$ cat src/rtl/regfile_pkg.sv
// Shared widths, requester indices and write-back payload type for the register-file write-back controller.
package regfile_pkg;

   localparam int unsigned DATA_W = 32;
   localparam int unsigned ADDR_W = 5;
   localparam int unsigned NREGS  = 1 << ADDR_W;

   localparam logic REQ_MEM = 1'b0;
   localparam logic REQ_ALU = 1'b1;

   typedef struct packed {
      logic [ADDR_W-1:0] rd;
      logic [DATA_W-1:0] data;
   } wb_req_t;

   // One-hot decode of a register address into a scoreboard-wide vector.
   function automatic logic [NREGS-1:0] reg_onehot(input logic [ADDR_W-1:0] a);
      reg_onehot = NREGS'(1) << a;
   endfunction

endpackage

$ cat src/rtl/wb_hold_slot.sv
// One-entry write-back holding register; reloads on the same edge it drains so a
// continuously granted requester sustains one write per cycle.
module wb_hold_slot
   import regfile_pkg::*;
(
   input  logic    clk,
   input  logic    rst_n,
   input  logic    vld,
   input  wb_req_t req,
   input  logic    grant,
   output logic    rdy,
   output logic    full,
   output wb_req_t held
);

   logic    full_q;
   wb_req_t held_q;
   logic    take_c;

   // Ready is forced low while reset is asserted so nothing is accepted mid-reset.
   always_comb begin
      rdy    = rst_n & (~full_q | grant);
      take_c = vld & rdy;
   end

   always_ff @(posedge clk or negedge rst_n) begin
      if (!rst_n) begin
         full_q <= 1'b0;
         held_q <= '0;
      end else if (take_c) begin
         full_q <= 1'b1;
         held_q <= req;
      end else if (grant) begin
         full_q <= 1'b0;
      end
   end

   assign full = full_q;
   assign held = held_q;

endmodule

$ cat src/rtl/regfile_wb_ctrl.sv
// Register-file write-back controller: arbitrates ALU/MEM slots onto the single write port
// and tracks pending writes for issue-stage RAW/WAW stalls. Macro WB_ARB_RR_EN selects round-robin.
module regfile_wb_ctrl
   import regfile_pkg::*;
(
   input  logic              CLK,
   input  logic              reset,
   input  logic              alu_vld,
   input  logic [ADDR_W-1:0] alu_rd,
   input  logic [DATA_W-1:0] alu_data,
   output logic              alu_rdy,
   input  logic              mem_vld,
   input  logic [ADDR_W-1:0] mem_rd,
   input  logic [DATA_W-1:0] mem_data,
   output logic              mem_rdy,
   output logic              rf_wr,
   output logic [ADDR_W-1:0] rf_rd,
   output logic [DATA_W-1:0] rf_din,
   input  logic              iss_vld,
   input  logic [ADDR_W-1:0] iss_rd,
   input  logic [ADDR_W-1:0] chk_rs1,
   input  logic [ADDR_W-1:0] chk_rs2,
   output logic              stall,
   output logic [NREGS-1:0]  busy_mask
);

   wb_req_t          alu_req, mem_req, alu_held, mem_held;
   logic             alu_full, mem_full;
   logic             alu_gnt, mem_gnt;
   logic             prio_mem;
   logic [NREGS-1:0] busy_q, busy_nxt, set_vec, clr_vec;

   assign alu_req = '{rd: alu_rd, data: alu_data};
   assign mem_req = '{rd: mem_rd, data: mem_data};

   wb_hold_slot u_mem_slot (
      .clk   (CLK),
      .rst_n (reset),
      .vld   (mem_vld),
      .req   (mem_req),
      .grant (mem_gnt),
      .rdy   (mem_rdy),
      .full  (mem_full),
      .held  (mem_held)
   );

   wb_hold_slot u_alu_slot (
      .clk   (CLK),
      .rst_n (reset),
      .vld   (alu_vld),
      .req   (alu_req),
      .grant (alu_gnt),
      .rdy   (alu_rdy),
      .full  (alu_full),
      .held  (alu_held)
   );

`ifdef WB_ARB_RR_EN
   logic last_q;

   // Pointer holds the last granted requester; reset value lets MEM win the first tie.
   always_ff @(posedge CLK or negedge reset) begin
      if (!reset) begin
         last_q <= REQ_ALU;
      end else if (mem_gnt) begin
         last_q <= REQ_MEM;
      end else if (alu_gnt) begin
         last_q <= REQ_ALU;
      end
   end

   assign prio_mem = (last_q == REQ_ALU);
`else
   assign prio_mem = 1'b1;
`endif

   // Only the tie between two full slots consults the priority bit.
   always_comb begin
      mem_gnt = mem_full & (~alu_full | prio_mem);
      alu_gnt = alu_full & ~mem_gnt;
   end

   always_comb begin
      rf_wr  = 1'b0;
      rf_rd  = '0;
      rf_din = '0;
      if (mem_gnt) begin
         rf_wr  = (mem_held.rd != '0);
         rf_rd  = mem_held.rd;
         rf_din = mem_held.data;
      end else if (alu_gnt) begin
         rf_wr  = (alu_held.rd != '0);
         rf_rd  = alu_held.rd;
         rf_din = alu_held.data;
      end
   end

   // Scoreboard: set on a non-stalled issue, clear on a real write; set overrides clear.
   always_comb begin
      stall    = iss_vld & (busy_q[chk_rs1] | busy_q[chk_rs2] | busy_q[iss_rd]);
      set_vec  = '0;
      clr_vec  = '0;
      if (iss_vld && !stall && (iss_rd != '0)) begin
         set_vec = reg_onehot(iss_rd);
      end
      if (rf_wr) begin
         clr_vec = reg_onehot(rf_rd);
      end
      busy_nxt    = (busy_q & ~clr_vec) | set_vec;
      busy_nxt[0] = 1'b0;
   end

   always_ff @(posedge CLK or negedge reset) begin
      if (!reset) begin
         busy_q <= '0;
      end else begin
         busy_q <= busy_nxt;
      end
   end

   assign busy_mask = busy_q;

endmodule

$ cat config.mk
export PLATFORM = sky130hd
export DESIGN_NAME = regfile_wb_ctrl
export DESIGN_NICKNAME = d
export VERILOG_FILES = /design/src/rtl/regfile_pkg.sv /design/src/rtl/wb_hold_slot.sv /design/src/rtl/regfile_wb_ctrl.sv
export SDC_FILE = /design/constraint.sdc
export NUM_CORES = 1
export LEC_CHECK = 0
export ABC_AREA = 1
export BUFFER_PORTS_ARGS = -buffer_cell sky130_fd_sc_hd__buf_4
export CORE_MARGIN = 3
export CORE_UTILIZATION = 45
export DETAILED_ROUTE_END_ITERATION = 10
export PLACE_DENSITY = 0.75
export SLEW_MARGIN = 5
export SYNTH_ARGS = -nofsm -noshare
export SYNTH_HDL_FRONTEND = slang
export SYNTH_SLANG_ARGS = --single-unit
$ cat constraint.sdc
create_clock -name CLK -period 2.4 [get_ports CLK]
set_input_delay 0.36 -clock CLK [delete_from_list [all_inputs] [get_ports CLK]]
set_output_delay 0.36 -clock CLK [all_outputs]
set_load 0.01 [all_outputs]
==> results.yml <==
synth:
  yosys_register_bits: 107
  netlist_instances: 750
  seq_area_frac_synth_pct: 45.9
  synth_enable_flop_cells: 0
  synth_area_per_cell_sq_um: 7.78
  ys_types: 25
  synthesis.nets: 844
  synth_most_common_cell: "nand2_1"
  synth_top_area_share_pct: 45.9
  synthArstFlopShare_pct: 100
  synth_area_sq_mm: 0.00583
  ys_top_cells_by_count: "nand2_1 (262), nand3_1 (110), dfrtp_1 (107), nor2_1 (45), inv_1 (38)"
  synth.area.top_cells: "dfrtp_1 (46%), nand2_1 (17%), nand3_1 (9.4%), mux2_2 (6.0%), a22o_1 (4.7%)"
  ys.flop_type: "dfrtp_1"
  yosysWarnings: 0
  synth_top_area_cell: "dfrtp_1"
grt:
  overflow: 0
  antenna_found_initial: 0
  grt_pass1_wl_um: 29300
  grt_use_total_pct: 25.7
  first_global_vias: 5731
  met1_usage_pct: 32.4
  gr-max-usage-layer: "met2"
  grtUsageMet3_pct: 8.44
  met2_usage_pct: 40.9
  grt_max_degree: 58
worst_setup_path:
  cp_top_family: "buffers and inverters"
  critical_path_required_ns: 2.04
  setup.worst_path.start: "u_mem_slot.full"
  critical_path_class: "register to output port"
  cp-end-kind: "output port"
  critical_path_buf_inv_count: 4
  r2r-start: "u_mem_slot.full"
  crit_arrival_ns: 1.93
  cp_max_fo: 31
  cp_slowest_cell: "dfrtp_1"
  cp_cell_sequence: "inv_2 > nand2_2 > inv_1 > buf_6 > a22o_1 > buf_4"
  crit_path_max_incr_delay_ns: 0.47
  cp-start-kind: "register"
clocking:
  cts_tree: "done"
  h-tree-depth: 3
  clock-sinks: 107
  cts_buffer_depth: 2
  root_buffer: "clkbuf_16"
  clock_latency_ns: 0.36
  cts_made_buffers: 9
  clk_pin_slew_ns: 0.07
  cts_setup_buffers: 0
run:
  maxCapViolCount: 0
placed_design:
  port_buffers: 165
  gp_congestion: 0.931
  dpl.hpwl_um: 13100
layout:
  areaGrowthSynthToFinish_pct: 30.1
  drive_gt1_share_pct: 27.5
  antennaDiodeCount: 0
  multi_input_area_sq_mm: 0.00278
  seq_area_sq_mm: 0.00268
  fillerInstances: 1123
  final_nets: 997
sta:
  setup_tns_ns: 0
  whs_ns: 0.161
  finalHoldViolCount: 0
  min_period_ns: 2.29
  setup_viol: 0
  max_slew_margin_pct: 40.4
  tightest_slew_ns: 0.893
  fin_skew_ns: 0.0130
  period_share_pct: 95.5
  rsz0062_at_grt: "no"
  fmax_mhz: 436
  slew_violations: 0
detailed_routing:
  avgRoutedWirePerCell_um: 16.7
  dr.first_iter.drc_count: 465
  drc: 0
  ant_nets: 0
  first_pass_iters: 7
  vias: 5816
  vias_per_cell: 5.41
  routed_wl_um: 18000
floorplanning:
  ioPinCount: 167
  coreArea_sq_mm: 0.0124
  fp-row-count: 40
  initial_core_util_pct: 47.2
  fp.dieH_um: 120
  fp.dieW_um: 120
  die-area_sq_mm: 0.0144
run_status:
  outcome: "complete, no violations"
worst_hold_path:
  worstHoldPathType: "primary input to async pin"
power_and_ir_drop:
  power.density_mw_per_mm2: 786
  p_leak_nw: 3.85
  ir_drop_mv: 0.557
[cell type report]
type | count | area share, %
multi-input combinational | 554 | 36.7
sequential | 107 | 35.3
timing repair buffer | 186 | 19.0
clock buffer | 10 | 3.15
tap | 168 | 2.77
inverter | 45 | 2.23
clock inverter | 6 | 0.940
[power breakdown]
part | switching [mW] | total, mW | internal, mW
logic | 0.951 | 1.80 | 0.849
registers | 0.440 | 2.61 | 2.17
clock network | 0.699 | 1.55 | 0.849
[cells by family after synthesis]
| logic type | after synthesis | synth area share (%) |
|---|---|---|
| compound gates | 87 | 10.3 |
| buf+inv | 89 | 6.61 |
| flops | 107 | 45.9 |
| mux | 31 | 5.99 |
| other cells | 1 | 0.0643 |
| simple gates | 435 | 31.1 |
[worst reg2reg max path, cell delays in order (launching register included)]
cell and delay [ns]:
dfrtp_1 0.47, inv_2 0.19, nand2_2 0.16, o22ai_2 0.48, inv_1 0.31, o21ai_0 0.23, nand2_1 0.07
[sequential cells by signal, indices dropped and copies added (netlist names)]
name / flops
u_alu_slot.held: 37
u_alu_slot.full: 1
busy_mask: 31
u_mem_slot.full: 1
u_mem_slot.held: 37
[metrics by stage]
| step | std cells | total power, mW | instance area (sq um) | util [%] | worst slack, ns |
|---|---|---|---|---|---|
| global route | 1076 | 6.33 | 7580 | 61.4 | 0.00255 |
| floorplan | 750 | 3.46 | 5830 | - | 0.669 |
| finish | 1076 | 5.96 | 7580 | 61.4 | 0.109 |
| detailed placement | 1060 | 4.43 | 7260 | 58.7 | -0.0744 |
| CTS | 1076 | 5.98 | 7570 | 61.3 | 0.0266 |
| global placement | 1060 | 4.40 | 7260 | 58.7 | -0.0193 |
[per-layer routing]
layer  part of all wire [%]  vias up
met2                     47      261
met3                     11       41
met4                    2.8        0
li1                       -     2785
met5                      0        -
met1                     39     2729
[path summary, 6_finish.rpt]
kind	to	slack [ns]	depth (start not counted)
min	u_alu_slot.held[28]	0.16	2
min reg2reg	u_mem_slot.held[13]	0.49	2
max in group asynchronous	busy_mask[2]	1.74	2
min in group CLK	u_mem_slot.held[29]	0.19	3
max	rf_din[10]	0.11	6
max reg2reg	busy_mask[29]	0.36	6
[layout by cell type, fill, tap and decap left out, types with 3 or more instances in the layout]
cell	count
inv_1	36
inv_2	7
nor4_1	5
a21oi_1	9
o31ai_1	5
clkbuf_16	9
buf_12	3
o21ai_0	34
mux2_2	31
buf_4	182
nand2_1	261
nor2_1	45
nand4_1	8
o22ai_2	4
dfrtp_1	107
nand3_1	110
a22o_1	31
[what timing repair did]
action,CTS,global route
setup endpoints to repair,0,63
gates resized for setup,0,6
hold buffers,0,0
Power figures use the tool's default switching activity.
